**src/rtl/store_merge_unit.sv**
```systemverilog
// store_merge_unit
//   Store path between EX and the data memory port. sw writes the store word
//   directly; sb reads the addressed word, merges Din[7:0] into byte lane
//   Addr[1:0] (little-endian), and writes the merged word back. Memory reads
//   and writes use req/ack handshakes with a bounded wait (TMO_CYC).
//
//   Optional feature macro: STORE_ALIGN_CHECK_EN
//     defined   - sw with Addr[1:0]!=0 skips memory and ends with Done+Err.
//     undefined - Addr[1:0] ignored for sw; Err only on timeout.
//
// Ports
//   Clk, Rst_n                 clock, async active-low reset
//   Start, Sel, Addr, Din      request (Sel=1 sw, Sel=0 sb); taken only in IDLE
//   Busy, Done, Err            status; Done/Err are single-cycle pulses
//   Mem_Addr                   word-aligned memory address
//   Mem_Rd_En / Mem_Rdata / Mem_Rd_Valid   read channel
//   Mem_Wr_En / Mem_Wdata / Mem_Wr_Ack     write channel
module store_merge_unit #(
  parameter int ADDR_W  = 32,
  parameter int TMO_CYC = 255
) (
  input  logic              Clk,
  input  logic              Rst_n,
  input  logic              Start,
  input  logic              Sel,
  input  logic [ADDR_W-1:0] Addr,
  input  logic [31:0]       Din,
  output logic              Busy,
  output logic              Done,
  output logic              Err,
  output logic [ADDR_W-1:0] Mem_Addr,
  output logic              Mem_Rd_En,
  input  logic [31:0]       Mem_Rdata,
  input  logic              Mem_Rd_Valid,
  output logic              Mem_Wr_En,
  output logic [31:0]       Mem_Wdata,
  input  logic              Mem_Wr_Ack
);

  localparam int CNT_W = $clog2(TMO_CYC + 1);

  typedef enum logic [1:0] {S_IDLE, S_RD, S_WR, S_DONE} state_t;

  // Only the sb merge needs anything beyond Mem_Addr/Mem_Wdata after accept.
  typedef struct packed {
    logic [1:0] lane;
    logic [7:0] sb_data;
  } req_t;

  state_t           state, state_nxt;
  req_t             req;
  logic [CNT_W-1:0] tmo_cnt;
  logic             tmo_hit;
  logic             err_q;
  logic             misalign;
  logic [31:0]      merged;

  // Last permitted wait cycle: no valid/ack here means abort.
  assign tmo_hit = (tmo_cnt == CNT_W'(TMO_CYC - 1));

`ifdef STORE_ALIGN_CHECK_EN
  assign misalign = Sel && (Addr[1:0] != 2'b00);
`else
  assign misalign = 1'b0;
`endif

  always_comb begin
    merged = Mem_Rdata;
    case (req.lane)
      2'd0: merged[7:0]   = req.sb_data;
      2'd1: merged[15:8]  = req.sb_data;
      2'd2: merged[23:16] = req.sb_data;
      2'd3: merged[31:24] = req.sb_data;
      default: ;
    endcase
  end

  always_comb begin
    state_nxt = state;
    case (state)
      S_IDLE: if (Start) begin
        if (misalign) state_nxt = S_DONE;
        else          state_nxt = Sel ? S_WR : S_RD;
      end
      S_RD:   if (Mem_Rd_Valid || tmo_hit) state_nxt = Mem_Rd_Valid ? S_WR : S_DONE;
      S_WR:   if (Mem_Wr_Ack || tmo_hit)   state_nxt = S_DONE;
      S_DONE: state_nxt = S_IDLE;
      default: state_nxt = S_IDLE;
    endcase
  end

  always_ff @(posedge Clk or negedge Rst_n) begin
    if (!Rst_n) state <= S_IDLE;
    else        state <= state_nxt;
  end

  always_ff @(posedge Clk or negedge Rst_n) begin
    if (!Rst_n) begin
      req       <= '0;
      Mem_Addr  <= '0;
      Mem_Wdata <= '0;
      tmo_cnt   <= '0;
      err_q     <= 1'b0;
    end else begin
      case (state)
        S_IDLE: if (Start) begin
          req.lane    <= Addr[1:0];
          req.sb_data <= Din[7:0];
          Mem_Addr    <= {Addr[ADDR_W-1:2], 2'b00};
          Mem_Wdata   <= Din;
          err_q       <= misalign;
          tmo_cnt     <= '0;
        end
        S_RD: begin
          if (Mem_Rd_Valid) begin
            Mem_Wdata <= merged;
            tmo_cnt   <= '0;  // fresh wait budget for the write phase
          end else if (tmo_hit) begin
            err_q <= 1'b1;
          end else begin
            tmo_cnt <= tmo_cnt + CNT_W'(1);
          end
        end
        S_WR: begin
          if (!Mem_Wr_Ack) begin
            if (tmo_hit) err_q <= 1'b1;
            else         tmo_cnt <= tmo_cnt + CNT_W'(1);
          end
        end
        S_DONE: begin
          err_q   <= 1'b0;
          tmo_cnt <= '0;
        end
        default: ;
      endcase
    end
  end

  // Handshake requests and status decode straight from state so that a
  // reset drops them immediately and no input path feeds an output.
  assign Mem_Rd_En = (state == S_RD);
  assign Mem_Wr_En = (state == S_WR);
  assign Busy      = (state == S_RD) || (state == S_WR);
  assign Done      = (state == S_DONE);
  assign Err       = (state == S_DONE) && err_q;

endmodule

```
**config.mk**
```make
export PLATFORM = sky130hd
export DESIGN_NAME = store_merge_unit
export DESIGN_NICKNAME = d
export VERILOG_FILES = /design/src/rtl/store_merge_unit.sv
export SDC_FILE = /design/constraint.sdc
export NUM_CORES = 1
export LEC_CHECK = 0
export ABC_AREA = 1
export CORE_UTILIZATION = 40
export CTS_BUF_LIST = sky130_fd_sc_hd__clkbuf_4 sky130_fd_sc_hd__clkbuf_8
export CTS_CLUSTER_SIZE = 16
export DETAILED_ROUTE_END_ITERATION = 8
export GPL_TIMING_DRIVEN = 0
export PLACE_DENSITY = 0.78
export SLEW_MARGIN = 20
export SYNTH_ARGS = -nofsm -noshare
export SYNTH_HDL_FRONTEND = slang
export SYNTH_SLANG_ARGS = --single-unit
```
**constraint.sdc**
```tcl
create_clock -name Clk -period 2.8 [get_ports Clk]
set_clock_uncertainty 0.05 [all_clocks]
set_input_delay 0.28 -clock Clk [delete_from_list [all_inputs] [get_ports Clk]]
set_output_delay 0.28 -clock Clk [all_outputs]
set_load 0.01 [all_outputs]
```
==> results.yml, run 1 <==
global_routing:
  antenna_found_initial: 0
  grt_overflow: 0
  grt_usage_pct: 22.7
  grt_pass1_vias: 3902
  grt_max_degree: 51
  grt_pass1_wl_um: 18300
timing:
  hold_viol: 0
  slew_viol_final: 0
  setup_viol_count_final: 0
  fmax_mhz: 476
  period_share_pct: 75.0
  setup_tns_ps: 0
  fin_crit_ps: 2100
  rsz0062_at_grt: "false"
worst_setup_path:
  crit_buf_inv: 2
  reg2reg_depth: 10
  critPathMaxStageDelay_ps: 560
  reg2reg_from: "state[1]$_DFFE_PN0P_"
  cp.depth: 3
  cp-start-kind: "flop"
  timing.rr.end: "Mem_Wdata[15]$_DFFE_PN0P_"
  ff2ff_setup_slack_ps: 920
  worstPathCellList: "inv_1 > ha_1 > clkdlybuf4s50_1"
  critPathCapture: "Busy"
  cp.required_ps: 2470
  worst-setup-path-type: "flop to output pin"
  end_kind: "output pin"
  crit_arrival_ps: 1770
  crit_start: "state[0]$_DFFE_PN0P_"
  cp_top_family: "buffers and inverters"
  path_max_fanout: 4
  cp_slowest_cell: "clkdlybuf4s50_1"
synthesis:
  avgSynthCellArea_um2: 8.52
  yosysTopAreaCell: "dfrtp_1"
  async_flop_share_pct: 100
  synth.area.top_cells: "dfrtp_1, nand2_1, a21oi_1"
  ys.flop_type: "dfrtp_1"
  synth_top_area_share_pct: 51.0
  yosys_warnings: 0
  synth_seq_cells: 83
  syn_inst: 478
  syn_area_um2: 4070
  yosysSeqAreaShare_pct: 51.0
  synth_edf_count: 0
  synth.distinct_cells: 20
  yosysMostFrequentCell: "nand2_1"
  ys_top_cells_by_count: "nand2_1, dfrtp_1, a21oi_1, nor2_1, o21ai_0"
pwr:
  power_density_nw_per_um2: 1070
  p_leak_uw: 0.00271
  ir_drop_mv: 0.547
detailed_routing:
  detail_route.wl_per_cell_um: 15.2
  first_iter_violations: 189
  drtPass1Iterations: 4
  wirelength_um: 12100
  viasPerCell: 4.98
  route.detailed.drc: 0
  ant_nets: 0
  via_count: 3976
die:
  fp.dieH_um: 103
  start_util_pct: 41.5
  die_area_um2: 10600
  die_x_um: 103
  ios: 171
  fp-row-count: 36
  core_area_um2: 9820
final_layout:
  drive_above_1_share_pct: 10.4
  regArea_um2: 2080
  multi_input_area_um2: 1740
  diodes: 0
  fin_area_um2: 6190
  nets: 769
  fill_cells: 864
  area_growth_pct: 52.1
placement:
  gp_congestion: 0.852
  numPortBuffers: 168
  placement.cell_area_um2: 5950
  hpwlAfterDp_um: 9180
hold_path:
  hp-class: "input port to asynchronous set/reset pin"
clock_network:
  cts_made_buffers: 9
  clock-root-buffer: "clkbuf_8"
  htree_levels: 3
  clk_pin_slew_worst_paths_ps: 90
  clock_latency_ps: 350
  clockBufferDepth: 2
  cts_tree: "built"
  numClockSinks: 83
  cts_resized: 0
flow_run:
  maxCapViolations: 0
run_status:
  outcome: "finished clean"
## logic make-up (layout without fill, tap and decap cells)
logic type / after synthesis / count (layout) / synth area share, %
and+or+nand+nor: 178 / 178 / 17.0
adders and majority gates: 7 / 7 / 2.15
AOI/OAI and AO/OA: 118 / 118 / 14.6
buffers and inverters: 59 / 245 / 6.39
DFF: 83 / 83 / 51.0
xor gates and xnor gates: 1 / 1 / 0.215
muxes: 31 / 31 / 8.54
other: 1 / 2 / 0.0921
## flip-flops by register name, indices dropped and copies added (netlist names)
| register | cells |
|---|---|
| Mem_Wdata | 32 |
| req | 10 |
| tmo_cnt | 8 |
| state | 2 |
| Mem_Addr | 30 |
| err_q | 1 |
## power breakdown
group	total (uW)	internal, uW	switching [uW]
Clock	1010	555	452
Sequential	2070	1770	309
Combinational	3540	1730	1810
Total	6620	4050	2570
## final cells by class
| class | count | share of cell area (%) |
|---|---|---|
| plain buffers | 24 | 2.08 |
| clock buffers | 11 | 2.44 |
| clock inverters | 5 | 1.35 |
| inverters | 35 | 2.12 |
| multi-input cells | 337 | 28.1 |
| flip-flops and latches | 83 | 33.5 |
| well taps | 133 | 2.69 |
| repair buffers | 170 | 27.7 |
## worst register-to-register path, delay by kind of cell (launching register included)
| family | cells | cell delay [ps] |
|---|---|---|
| adders and majority gates | 1 | 210 |
| buffers and inverters | 4 | 610 |
| and+or+nand+nor | 3 | 240 |
| AOI/OAI and AO/OA | 2 | 250 |
| DFF | 1 | 400 |
## metal layers
metal / global-route usage [%] / wire length [um] / vias up
met4: 7.80 / 135 / 0
met1: 27.2 / 4840 / 1881
met2: 39.2 / 6010 / 157
met3: 6.51 / 1130 / 14
li1: - / - / 1924
met5: 0 / 0 / -
## placed cells by master (no fill, tap or decap)
cell type,instances
a21oi_1,68
buf_16,1
buf_2,7
buf_4,9
bufinv_16,2
clkbuf_1,9
clkbuf_8,11
clkdlybuf4s50_1,167
clkinvlp_4,2
conb_1,2
dfrtp_1,83
dlygate4sd3_1,1
ha_1,7
inv_1,33
inv_2,2
inv_6,1
mux2_2,30
mux2i_1,1
nand2_1,106
nand2_2,2
nand3_1,9
nand4_1,1
nor2_1,58
nor2_2,2
o21ai_0,48
o31ai_1,2
xnor2_1,1
## worst min-delay path by stage
stage                             from                        to  slack [ps]
finish                           Rst_n   Mem_Addr[9]$_DFFE_PN0P_         390
global route                     Rst_n   Mem_Addr[6]$_DFFE_PN0P_         450
CTS                              Rst_n   Mem_Addr[9]$_DFFE_PN0P_         400
detailed placement               Rst_n   Mem_Addr[9]$_DFFE_PN0P_         210
global placement    req[1]$_DFFE_PN0P_        req[1]$_DFFE_PN0P_         420
floorplan                        Rst_n  Mem_Addr[10]$_DFFE_PN0P_         -70
## stage by stage
step	std cells	setup WS, ps	hold slack (ps)	utilization [%]	total power, uW
global placement	780	-1540	415	60.3	5520
CTS	798	686	395	63.1	6660
detailed placement	781	920	215	60.6	5630
finish	798	700	392	63.1	6620
global route	798	626	447	63.1	7120
floorplan	479	1200	-65.6	-	3950
## timing repair
item | in CTS | in global routing
buffers inserted | 0 | 0
hold endpoints to repair | 33 | 0
hold buffers | 1 | 0
Note: power is estimated with default switching activity, not from simulation.
==> run 2: changes to the inputs <==
--- a/config.mk
+++ b/config.mk
@@ -11,7 +11,7 @@
 export CTS_CLUSTER_SIZE = 16
 export DETAILED_ROUTE_END_ITERATION = 8
 export GPL_TIMING_DRIVEN = 0
-export PLACE_DENSITY = 0.78
+export PLACE_DENSITY = 0.81
 export SLEW_MARGIN = 20
 export SYNTH_ARGS = -nofsm -noshare
 export SYNTH_HDL_FRONTEND = slang
==> constraint.sdc (replaced) <==
create_clock -name Clk -period 1.7 [get_ports Clk]
set_clock_uncertainty 0.05 [all_clocks]
set_input_delay 0.17 -clock Clk [delete_from_list [all_inputs] [get_ports Clk]]
set_output_delay 0.17 -clock Clk [all_outputs]
set_load 0.01 [all_outputs]
==> run 2 against run 1 <==
Effect of this change:
- clock-buffer cell count down 1
- highest routed layer unchanged
- core utilization up 2.5 points
- wire length rose by 7.3%
- worst setup slack got worse by 650 ps
- largest cell class unchanged
- non-clock buffer count rose by 12
- sequential cell count did not move
- register-to-register slack lost 870 ps
- cell area up 3.9%
==> results.yml, run 2 (synthesis gave the netlist of run 1 again) <==
final_layout:
  area_growth_pct: 58.1
  final_cell_mix: "clkdlybuf4s50_1, nand2_1, dfrtp_1, a21oi_1, o21ai_0"
  nets: 781
  final_common_cell: "clkdlybuf4s50_1"
  diodes: 0
  top_regs: "Mem_Wdata: 32 flops, Mem_Addr: 30 flops, req: 10 flops"
  drive_above_1_share_pct: 16.4
  top_register: "Mem_Wdata"
  largest_reg_flops: 32
  final_util_pct: 65.6
timing:
  setup_tns_ps: 0
  slew_viol_final: 0
  tightest_slew_ps: 540
  holdWs_ps: 281
  period_share_pct: 96.8
  relSlewSlack_pct: 64.0
  fin_crit_ps: 1650
  fmax_mhz: 608
  setup_ws_ps: 54.4
  setup_viol_count_final: 0
  hold_viol: 0
clock_network:
  clock_latency_ps: 360
  clk_pin_slew_worst_paths_ps: 90
  cts_made_buffers: 9
  numClockSinks: 83
  clock-root-buffer: "clkbuf_8"
  htree_levels: 3
  clockBufferDepth: 2
  cts_tree: "built"
hold_path:
  hp-class: "input port to asynchronous set/reset pin"
detailed_routing:
  wirelength_um: 13000
  ant_nets: 0
  via_count: 4072
  route.detailed.drc: 0
  first_iter_violations: 213
  detail_route.wl_per_cell_um: 16.1
  drtPass1Iterations: 5
  viasPerCell: 5.03
die:
  die_x_um: 103
  die_area_um2: 10600
  ios: 171
  core_area_um2: 9820
  fp.dieH_um: 103
  start_util_pct: 41.5
  fp-row-count: 36
worst_setup_path:
  worstPathCellList: "inv_2 > ha_4 > inv_6 > nand2_2 > nand2_2 > nand2_4 > clkinv_8 > buf_8 > nor2_1 > a21oi_1"
  critPathMaxStageDelay_ps: 410
  end_kind: "flop"
  cp_common_cell: "nand2_2"
  path_max_fanout: 6
  cp.required_ps: 1900
  crit_arrival_ps: 1840
  cp_top_family: "buffers and inverters"
  crit_buf_inv: 4
  cp.depth: 10
  cp_slowest_cell: "dfrtp_1"
  cp-start-kind: "flop"
  reg2reg_depth: 10
  worst-setup-path-type: "flop to flop"
pwr:
  p_leak_uw: 0.00283
  power_density_nw_per_um2: 1810
  ir_drop_mv: 0.946
global_routing:
  antenna_found_initial: 0
  grt_usage_pct: 24.7
  grt_max_degree: 45
  grt_pass1_wl_um: 19800
  grt_overflow: 0
  grt_pass1_vias: 4195
run_status:
  outcome: "finished clean"
placement:
  pre_cts_slack_ps: -149
  gp_congestion: 0.842
  hpwlAfterDp_um: 9480
  numPortBuffers: 168
flow_run:
  maxCapViolations: 0
run 2: layer usage:
metal	global-route usage (%)	up-vias	routed length (um)
li1	-	1945	-
met1	28.5	1917	4920
met2	42.7	181	6460
met3	7.66	29	1270
met4	10.4	0	334
met5	0	-	0
run 2: final timing paths:
path	start	end	slack [ps]
worst max-delay path	state[1]$_DFFE_PN0P_	Mem_Wdata[29]$_DFFE_PN0P_	50
worst min-delay path	Rst_n	Mem_Wdata[17]$_DFFE_PN0P_	280
worst min register to register	req[1]$_DFFE_PN0P_	req[1]$_DFFE_PN0P_	440
max in group asynchronous	Rst_n	tmo_cnt[4]$_DFFE_PN0P_	690
min in group Clk	Din[1]	req[1]$_DFFE_PN0P_	350
worst max register to register	state[1]$_DFFE_PN0P_	Mem_Wdata[29]$_DFFE_PN0P_	50
run 2: cell type report:
cell class	instances	area [um2]
Fill cell	835	3380
Sequential cell	83	2080
Timing Repair Buffer	185	1870
Multi-Input combinational cell	337	1820
Tap cell	133	166
Buffer	21	158
Inverter	35	151
Clock buffer	10	138
Clock inverter	5	53.8
run 2: worst reg2reg max path, delay by kind of cell (launching register included):
| family | cells | cell delay, ps |
|---|---|---|
| AO/OA/AOI/OAI | 1 | 60 |
| adder cells (fa/ha/maj) | 1 | 200 |
| buffers and inverters | 4 | 420 |
| flip-flops | 1 | 410 |
| AND/OR/NAND/NOR | 4 | 390 |
run 2: repair_timing:
action | in CTS | in global routing
endpoints found under the hold margin | 39 | 0
setup buffers | 8 | 5
pin swaps | 1 | 3
resized for setup | 39 | 31
hold buffers | 1 | 0
endpoints found under the setup margin | 74 | 63
cloned | 1 | 1
run 2: where the power goes:
group | total [uW] | switching, uW | internal [uW]
logic | 6770 | 3350 | 3420
registers | 3450 | 540 | 2910
clock network | 1440 | 732 | 707
total | 11700 | 4620 | 7040
run 2: through the flow:
stage          std cells  area, um2  power (uW)
5_1_grt              809       6440       12500
6_report             809       6440       11700
3_5_place_dp         781       5950        9340
3_3_place_gp         780       5920        9110
2_1_floorplan        479       4080        6510
4_1_cts              806       6350       11400
